===== src/rtl/ctrl_types_pkg.sv =====
// Shared types for the cache controller and its host-side command frontend.
// Encodings are fixed because they cross module and host boundaries.
package ctrl_types_pkg;

  typedef enum logic [1:0] {
    NOOP   = 2'd0,
    READ   = 2'd1,
    UPSERT = 2'd2,
    DELETE = 2'd3
  } operation_e;

  typedef enum logic [1:0] {
    RESP_OK      = 2'd0,
    RESP_MISS    = 2'd1,
    RESP_TIMEOUT = 2'd2,
    RESP_BADOP   = 2'd3
  } resp_status_e;

  typedef enum logic [1:0] {
    FE_IDLE  = 2'd0,
    FE_ISSUE = 2'd1,
    FE_WAIT  = 2'd2,
    FE_RESP  = 2'd3
  } fe_state_e;

endpackage


===== src/rtl/fe_timeout_ctr.sv =====
// Saturating wait-cycle counter. expired_o is high in the enabled cycle whose
// count reaches TIMEOUT_CYCLES (and stays high while saturated).
module fe_timeout_ctr #(
  parameter int unsigned TIMEOUT_CYCLES = 64
) (
  input  logic clk,
  input  logic rst_n,
  input  logic clear_i,
  input  logic enable_i,
  output logic expired_o
);

  localparam int unsigned CW = $clog2(TIMEOUT_CYCLES + 1);
  localparam logic [CW-1:0] LIMIT     = CW'(TIMEOUT_CYCLES);
  localparam logic [CW-1:0] LAST_STEP = CW'(TIMEOUT_CYCLES - 1);

  logic [CW-1:0] count_q;

  always_ff @(posedge clk or negedge rst_n) begin
    if (!rst_n) begin
      count_q <= '0;
    end else if (clear_i) begin
      count_q <= '0;
    end else if (enable_i && (count_q != LIMIT)) begin
      count_q <= count_q + CW'(1);
    end
  end

  assign expired_o = enable_i && (count_q >= LAST_STEP);

endmodule


===== src/rtl/cmd_frontend.sv =====
// Host-side initiator: accepts one command, pulses it to the controller,
// waits for completion (or timeout) and returns a status/value response.
module cmd_frontend
  import ctrl_types_pkg::*;
#(
  parameter int unsigned KEY_WIDTH      = 32,
  parameter int unsigned VALUE_WIDTH    = 32,
  parameter int unsigned TIMEOUT_CYCLES = 64
) (
  input  logic                   clk,
  input  logic                   rst_n,
  input  logic                   req_valid_i,
  output logic                   req_ready_o,
  input  operation_e             req_op_i,
  input  logic [KEY_WIDTH-1:0]   req_key_i,
  input  logic [VALUE_WIDTH-1:0] req_value_i,
  output operation_e             ctrl_operation_o,
  output logic [KEY_WIDTH-1:0]   ctrl_key_o,
  output logic [VALUE_WIDTH-1:0] ctrl_value_o,
  input  logic                   ctrl_rdy_i,
  input  logic                   ctrl_op_succ_i,
  input  logic [VALUE_WIDTH-1:0] ctrl_value_i,
  output logic                   resp_valid_o,
  input  logic                   resp_ready_i,
  output resp_status_e           resp_status_o,
  output logic [VALUE_WIDTH-1:0] resp_value_o,
  output logic                   busy_o
);

  fe_state_e              state_q, state_d;
  operation_e             op_q, op_d;
  logic [KEY_WIDTH-1:0]   key_q, key_d;
  logic [VALUE_WIDTH-1:0] value_q, value_d;
  resp_status_e           status_q, status_d;
  logic [VALUE_WIDTH-1:0] rvalue_q, rvalue_d;
  logic                   expired;

  fe_timeout_ctr #(
    .TIMEOUT_CYCLES(TIMEOUT_CYCLES)
  ) u_timeout (
    .clk      (clk),
    .rst_n    (rst_n),
    .clear_i  (state_q == FE_ISSUE),
    .enable_i (state_q == FE_WAIT),
    .expired_o(expired)
  );

  always_comb begin
    state_d  = state_q;
    op_d     = op_q;
    key_d    = key_q;
    value_d  = value_q;
    status_d = status_q;
    rvalue_d = rvalue_q;
    case (state_q)
      FE_IDLE: begin
        if (req_valid_i) begin
          op_d    = req_op_i;
          key_d   = req_key_i;
          value_d = req_value_i;
          if (req_op_i == NOOP) begin
            status_d = RESP_BADOP;
            rvalue_d = '0;
            state_d  = FE_RESP;
          end else begin
            state_d = FE_ISSUE;
          end
        end
      end
      FE_ISSUE: state_d = FE_WAIT;
      FE_WAIT: begin
        // Completion wins over a timeout landing in the same cycle.
        if (ctrl_rdy_i) begin
          status_d = ctrl_op_succ_i ? RESP_OK : RESP_MISS;
          rvalue_d = (op_q == READ && ctrl_op_succ_i) ? ctrl_value_i : '0;
          state_d  = FE_RESP;
        end else if (expired) begin
          status_d = RESP_TIMEOUT;
          rvalue_d = '0;
          state_d  = FE_RESP;
        end
      end
      FE_RESP: begin
        if (resp_ready_i) state_d = FE_IDLE;
      end
      default: state_d = FE_IDLE;
    endcase
  end

  always_ff @(posedge clk or negedge rst_n) begin
    if (!rst_n) begin
      state_q  <= FE_IDLE;
      op_q     <= NOOP;
      key_q    <= '0;
      value_q  <= '0;
      status_q <= RESP_OK;
      rvalue_q <= '0;
    end else begin
      state_q  <= state_d;
      op_q     <= op_d;
      key_q    <= key_d;
      value_q  <= value_d;
      status_q <= status_d;
      rvalue_q <= rvalue_d;
    end
  end

  assign req_ready_o      = (state_q == FE_IDLE);
  assign ctrl_operation_o = (state_q == FE_ISSUE) ? op_q : NOOP;
  assign ctrl_key_o       = key_q;
  assign ctrl_value_o     = value_q;
  assign resp_valid_o     = (state_q == FE_RESP);
  assign resp_status_o    = status_q;
  assign resp_value_o     = rvalue_q;
  assign busy_o           = (state_q != FE_IDLE);

endmodule


===== config.mk =====
export PLATFORM = sky130hd
export DESIGN_NAME = cmd_frontend
export DESIGN_NICKNAME = d
export VERILOG_FILES = /design/src/rtl/ctrl_types_pkg.sv /design/src/rtl/fe_timeout_ctr.sv /design/src/rtl/cmd_frontend.sv
export SDC_FILE = /design/constraint.sdc
export NUM_CORES = 1
export LEC_CHECK = 0
export CORE_UTILIZATION = 30
export CTS_CLUSTER_DIAMETER = 50
export CTS_CLUSTER_SIZE = 24
export DETAILED_ROUTE_END_ITERATION = 10
export SYNTH_ARGS = -nofsm -noshare
export SYNTH_HDL_FRONTEND = slang
export SYNTH_SLANG_ARGS = --single-unit

===== constraint.sdc =====
create_clock -name clk -period 2.13 [get_ports clk]
set_input_delay 0.213 -clock clk [delete_from_list [all_inputs] [get_ports clk]]
set_output_delay 0.213 -clock clk [all_outputs]
set_load 0.05 [all_outputs]

Word-level counts from Yosys, hierarchy flattened
Cells that the tools add are included.
- register bits after elaboration: 109
- latch bits: 0
- bits in writable memories: 0
- bits in read-only memories: 0
- input bits: 104
- output and inout bits: 103
- logic and storage cells: 50
- memories: 0
- add/sub/neg operators: 1
- multipliers: 0
- divide/modulo/power cells: 0
- magnitude comparators: 1
- equal/unequal tests: 9
- shift-type cells: 0
- mux-type cells: 21
- bitwise operators: 0
- reduce and logical (&&, ||, !) cells: 11
- operator list (operator ; number):
    two-way mux 32 bit ; 5
    one-hot mux 32 bit (2 select lines) ; 1
    two-way mux 2 bit ; 10
    two-way mux 7 bit ; 2
    one-hot mux 2 bit (4 select lines) ; 1
    adder 7 x 1 -> 7 bit (second input constant) ; 1
    greater-or-equal comparator 7 x 6 -> 1 bit (second input constant) ; 1
    != test 7 bit (second input constant) ; 1
    nonzero test 2 bit ; 3
    equality test 2 x 1 -> 1 bit (second input constant) ; 2
    equality test 2 bit (second input constant) ; 2
    logical NOT 2 bit ; 2
    != test 2 x 1 -> 1 bit (second input constant) ; 2
    one-hot mux 2 bit (2 select lines) ; 1
    AND reduction 4 bit ; 1
    logical AND 1 bit ; 3
    != test 3 bit (second input constant) ; 1
    AND reduction 3 bit ; 1
    != test 2 bit (second input constant) ; 1
    AND reduction 2 bit ; 1
    two-way mux 1 bit ; 1

Depth between registers and ports, before layout
- depth in word-level cells: 5
- gate-level depth with buffers: 8
- mapped depth without buffers: 6

Hierarchy
Synthesis repeated with hierarchy kept, for this count alone.
- cell total of the unflattened synthesis: 320
- area, all modules: 4763.3 um^2
- by module, submodules not included (module ; instances ; cells each ; area each (um^2) ; seq. area each (um^2)):
    cmd_frontend ; 1 ; 276 ; 4347.9 ; 2552.4
    fe_timeout_ctr ; 1 ; 44 ; 415.4 ; 175.2

Worst setup path before layout
No wires, ideal clock.
- path type: reg2reg
- start point: reg state_q[0]
- end point: reg rvalue_q[10], in the netlist resp_value_o[10]
- library setup time: 121 ps
- data arrival time: 2052 ps
- required time: 2009 ps
- slack: -43 ps
- cell stages (with the launch flop): 8
- buffers on the path: 1
- period minus slack after synthesis: 2173 ps
- path through: dfrtp_1 inv_1 ha_1 nand2_1 o32ai_1 o21ai_2 buf_2 a22o_1
- elaborated cells between the ends (all ways): 9
- classes of those cells: eq/ne (4); mux (1); reduce/logical (4)
- RTL lines (item ; RTL line ; source):
    from (decl) ; cmd_frontend.sv:30 ; fe_state_e state_q, state_d;
    from (signal assigned) ; cmd_frontend.sv:99 ; state_q <= state_d;
    logical NOT 2 bit * ; - ;
    named net req_ready_o ; cmd_frontend.sv:13 ; output logic req_ready_o,
    != test 2 x 1 -> 1 bit (no source line) (tied with other cells) ; - ;
    AND reduction 4 bit (no source line) ; - ;
    to (signal assigned) ; cmd_frontend.sv:104 ; rvalue_q <= rvalue_d;
    to (decl) ; cmd_frontend.sv:35 ; logic [VALUE_WIDTH-1:0] rvalue_q, rvalue_d;
Mark *: on every way through the listed nets, which the timed path passes. The rest lies on a longest branch.
A chain may end at the register's enable or synchronous reset.

Final worst setup path
- start point: reg state_q[0]
- end point: out resp_valid_o
- cells in the longest elaborated chain, start to end: 1
- RTL lines (item ; RTL line ; source):
    equality test 2 bit ; cmd_frontend.sv:112 ; assign resp_valid_o = (state_q == FE_RESP);
    to (decl) ; cmd_frontend.sv:23 ; output logic resp_valid_o,
No other way between the ends.

==> reports/metrics.yaml <==
outcome:
  status: "finished clean"
final_layout:
  final_cell_mix: "clkdlybuf4s50_1, dfrtp_1, mux2_2"
  utilization_pct: 49.4
  final_area_mm2: 0.00685
  fin_cells: 678
  final_common_cell: "clkdlybuf4s50_1"
  nets: 604
  n_antenna_cell: 0
  area_growth_pct: 60.7
  drive_above_1_share_pct: 20.3
power_and_ir_drop:
  power.density_mw_per_mm2: 1670
  p_total_mw: 11.4
  switching_share_pct: 45.3
  power_switching_mw: 5.17
  p_leak_nw: 2.93
  comb_power_share_pct: 56.9
  ir_drop_uv: 1070
  intPower_mw: 6.24
  power_frac_seq_pct: 29.1
  pwr-share-clk_pct: 14.0
yosys:
  synth_area_mm2: 0.00426
  yosysSeqAreaShare_pct: 64.0
  synth_top_cell_area_share_pct: 64.0
  ys_ff_latch: 109
  avgSynthCellArea_um2: 15.1
  yosys-top-cells-area: "dfrtp_1, mux2_2, a22o_1"
  synth_top_cell_by_area: "dfrtp_1"
  syn_inst: 282
  synth.distinct_cells: 34
  yosysWarnings: 0
  syn-num-nets: 392
critical_path:
  path_cells: "ha_1 > clkdlybuf4s50_1"
  cp_max_fo: 4
  start_kind: "register"
  endpoint_kind: "primary output"
  cp_slowest_cell: "clkdlybuf4s50_1"
  crit_type: "reg2out"
  crit_path_max_incr_delay_ns: 0.82
  required_ns: 1.92
  cp-startpoint: "state_q[0]"
  cp.arrival_ns: 1.77
  worstReg2RegStart: "state_q[1]"
floorplanning:
  coreArea_mm2: 0.0139
  std_cell_rows: 43
  die_h_um: 121
  initial_core_util_pct: 30.7
  die_w_um: 121
  ios: 207
  die_area_mm2: 0.0147
detailed_routing:
  first_pass_iters: 4
  drc: 0
  via_per_inst: 4.57
  wire_per_inst_um: 15.3
  drt_iter0_markers: 78
  finalWirelength_mm: 10.3
  vias: 3101
  ant_nets: 0
job:
  maxCapViolCount: 0
grt:
  grt_max_degree: 57
  antenna_found_initial: 0
  grt_pass1_vias: 3197
  overflow: 0
  grt_usage_pct: 14.1
  grt_first_pass_wirelength_mm: 16.0
clocking:
  postCtsSetupBuffers: 0
  numClockSinks: 109
  cts_tree: "done"
  clk_pin_slew_worst_paths_ns: 0.07
  cts_buffers: 9
  cts.htree.levels: 3
  clockBufferDepth: 2
  clock_latency_ns: 0.34
  cts_root_buf: "clkbuf_16"
timing:
  rsz0062_at_grt: "no"
  totalNegativeSetupSlack_ns: 0
  slew_headroom_pct: 58.5
  final-setup-viol-count: 0
  clock-skew-final_ns: 0.00595
  hold_viol: 0
  period_needed_ns: 1.98
  fin_crit_sh_pct: 92.9
  fmaxAchievable_mhz: 505
  drv_slew: 0
  tightest_slew_ns: 0.622
  whs_ns: 0.412
  layout_setup_ws_ns: 0.152
place:
  placed_cells: 662
  io_buffers: 206
  gp_congestion: 0.745
  dp_slack_ns: 0.0655
  hpwl_mm: 7.54
  dpl-instance-area_mm2: 0.00656
min_path:
  hold_class: "in2async"
Yosys cell counts:
cell	instances
o21ai_0	2
inv_2	1
buf_8	3
o32ai_1	1
nor2b_1	1
o21ai_2	1
and4b_1	1
nand4_1	3
or3_1	2
a22o_1	32
inv_1	8
clkbuf_1	4
and2_1	2
nor4_1	1
o21a_1	1
nor3_1	1
a311oi_1	1
nand3_1	1
buf_2	7
or3b_1	1
xnor2_1	1
o32a_1	1
or4_1	1
nand2_1	2
xor2_1	3
ha_1	6
mux2_2	67
dfrtp_1	109
a21oi_1	6
a211oi_2	1
a31o_2	1
nor2_1	7
buf_6	1
mux2i_1	2
area by class of cell:
cell class              instances  area (um^2)
inverters                       9         33.8
multi-input cells             149         1400
clock inverters                 2         17.5
well taps                     180          225
clock buffers                  13          270
fillers                      1248         7030
repair buffers                216         2180
flip-flops and latches        109         2730
metal layers:
layer,share of wire (%),GRT usage (%),routed length (um)
met3,7.7,4.56,796
met1,44,17.4,4580
met2,46,22.4,4760
met5,0,0,0
met4,2.0,6.40,206
repair_timing:
item / CTS / global route
hold buffers: 1 / 0
resized for setup: 0 / 0
hold endpoints to repair: 44 / 0
critical path, delay by kind of cell (launching register included):
family     cells  cell delay, ns
fa+ha+maj      1            0.21
buf+inv        1            0.82
flops          1            0.40
state kept, by name, indices dropped and copies added (netlist names):
signal             count
resp_value_o          32
state_q                2
resp_status_o          2
ctrl_value_o          32
u_timeout.count_q      7
op_q                   2
ctrl_key_o            32
final timing paths:
path | cells after the start | slack, ns | endpoint
worst min register to register | 1 | 0.50 | ctrl_value_o[8]
max in group asynchronous | 3 | 0.97 | u_timeout.count_q[1]
worst min-delay path | 2 | 0.41 | ctrl_key_o[20]
worst max-delay path | 2 | 0.15 | resp_valid_o
min in group clk | 2 | 0.47 | resp_value_o[29]
worst max register to register | 7 | 0.21 | resp_value_o[16]
power by group through the flow:
stage	combinational (mW)	sequential, mW	clock [mW]
after floorplan	1.56	6.05	0
after global placement	6.50	3.32	0
after detailed placement	6.54	3.36	0
after CTS	6.56	3.33	1.69
after global routing	6.76	3.43	1.75
final	6.49	3.32	1.60
cell families (layout without fill, tap and decap cells):
kind of cell / Yosys count / count (layout) / synth area share, %
fa+ha+maj: 6 / 6 / 1.76
xor+xnor: 4 / 4 / 0.822
compound gates: 47 / 47 / 9.04
flops: 109 / 109 / 64.0
mux: 69 / 69 / 18.2
buf+inv: 24 / 240 / 3.29
simple gates: 23 / 23 / 2.96
No activity file was read; power rests on OpenSTA's default activity.
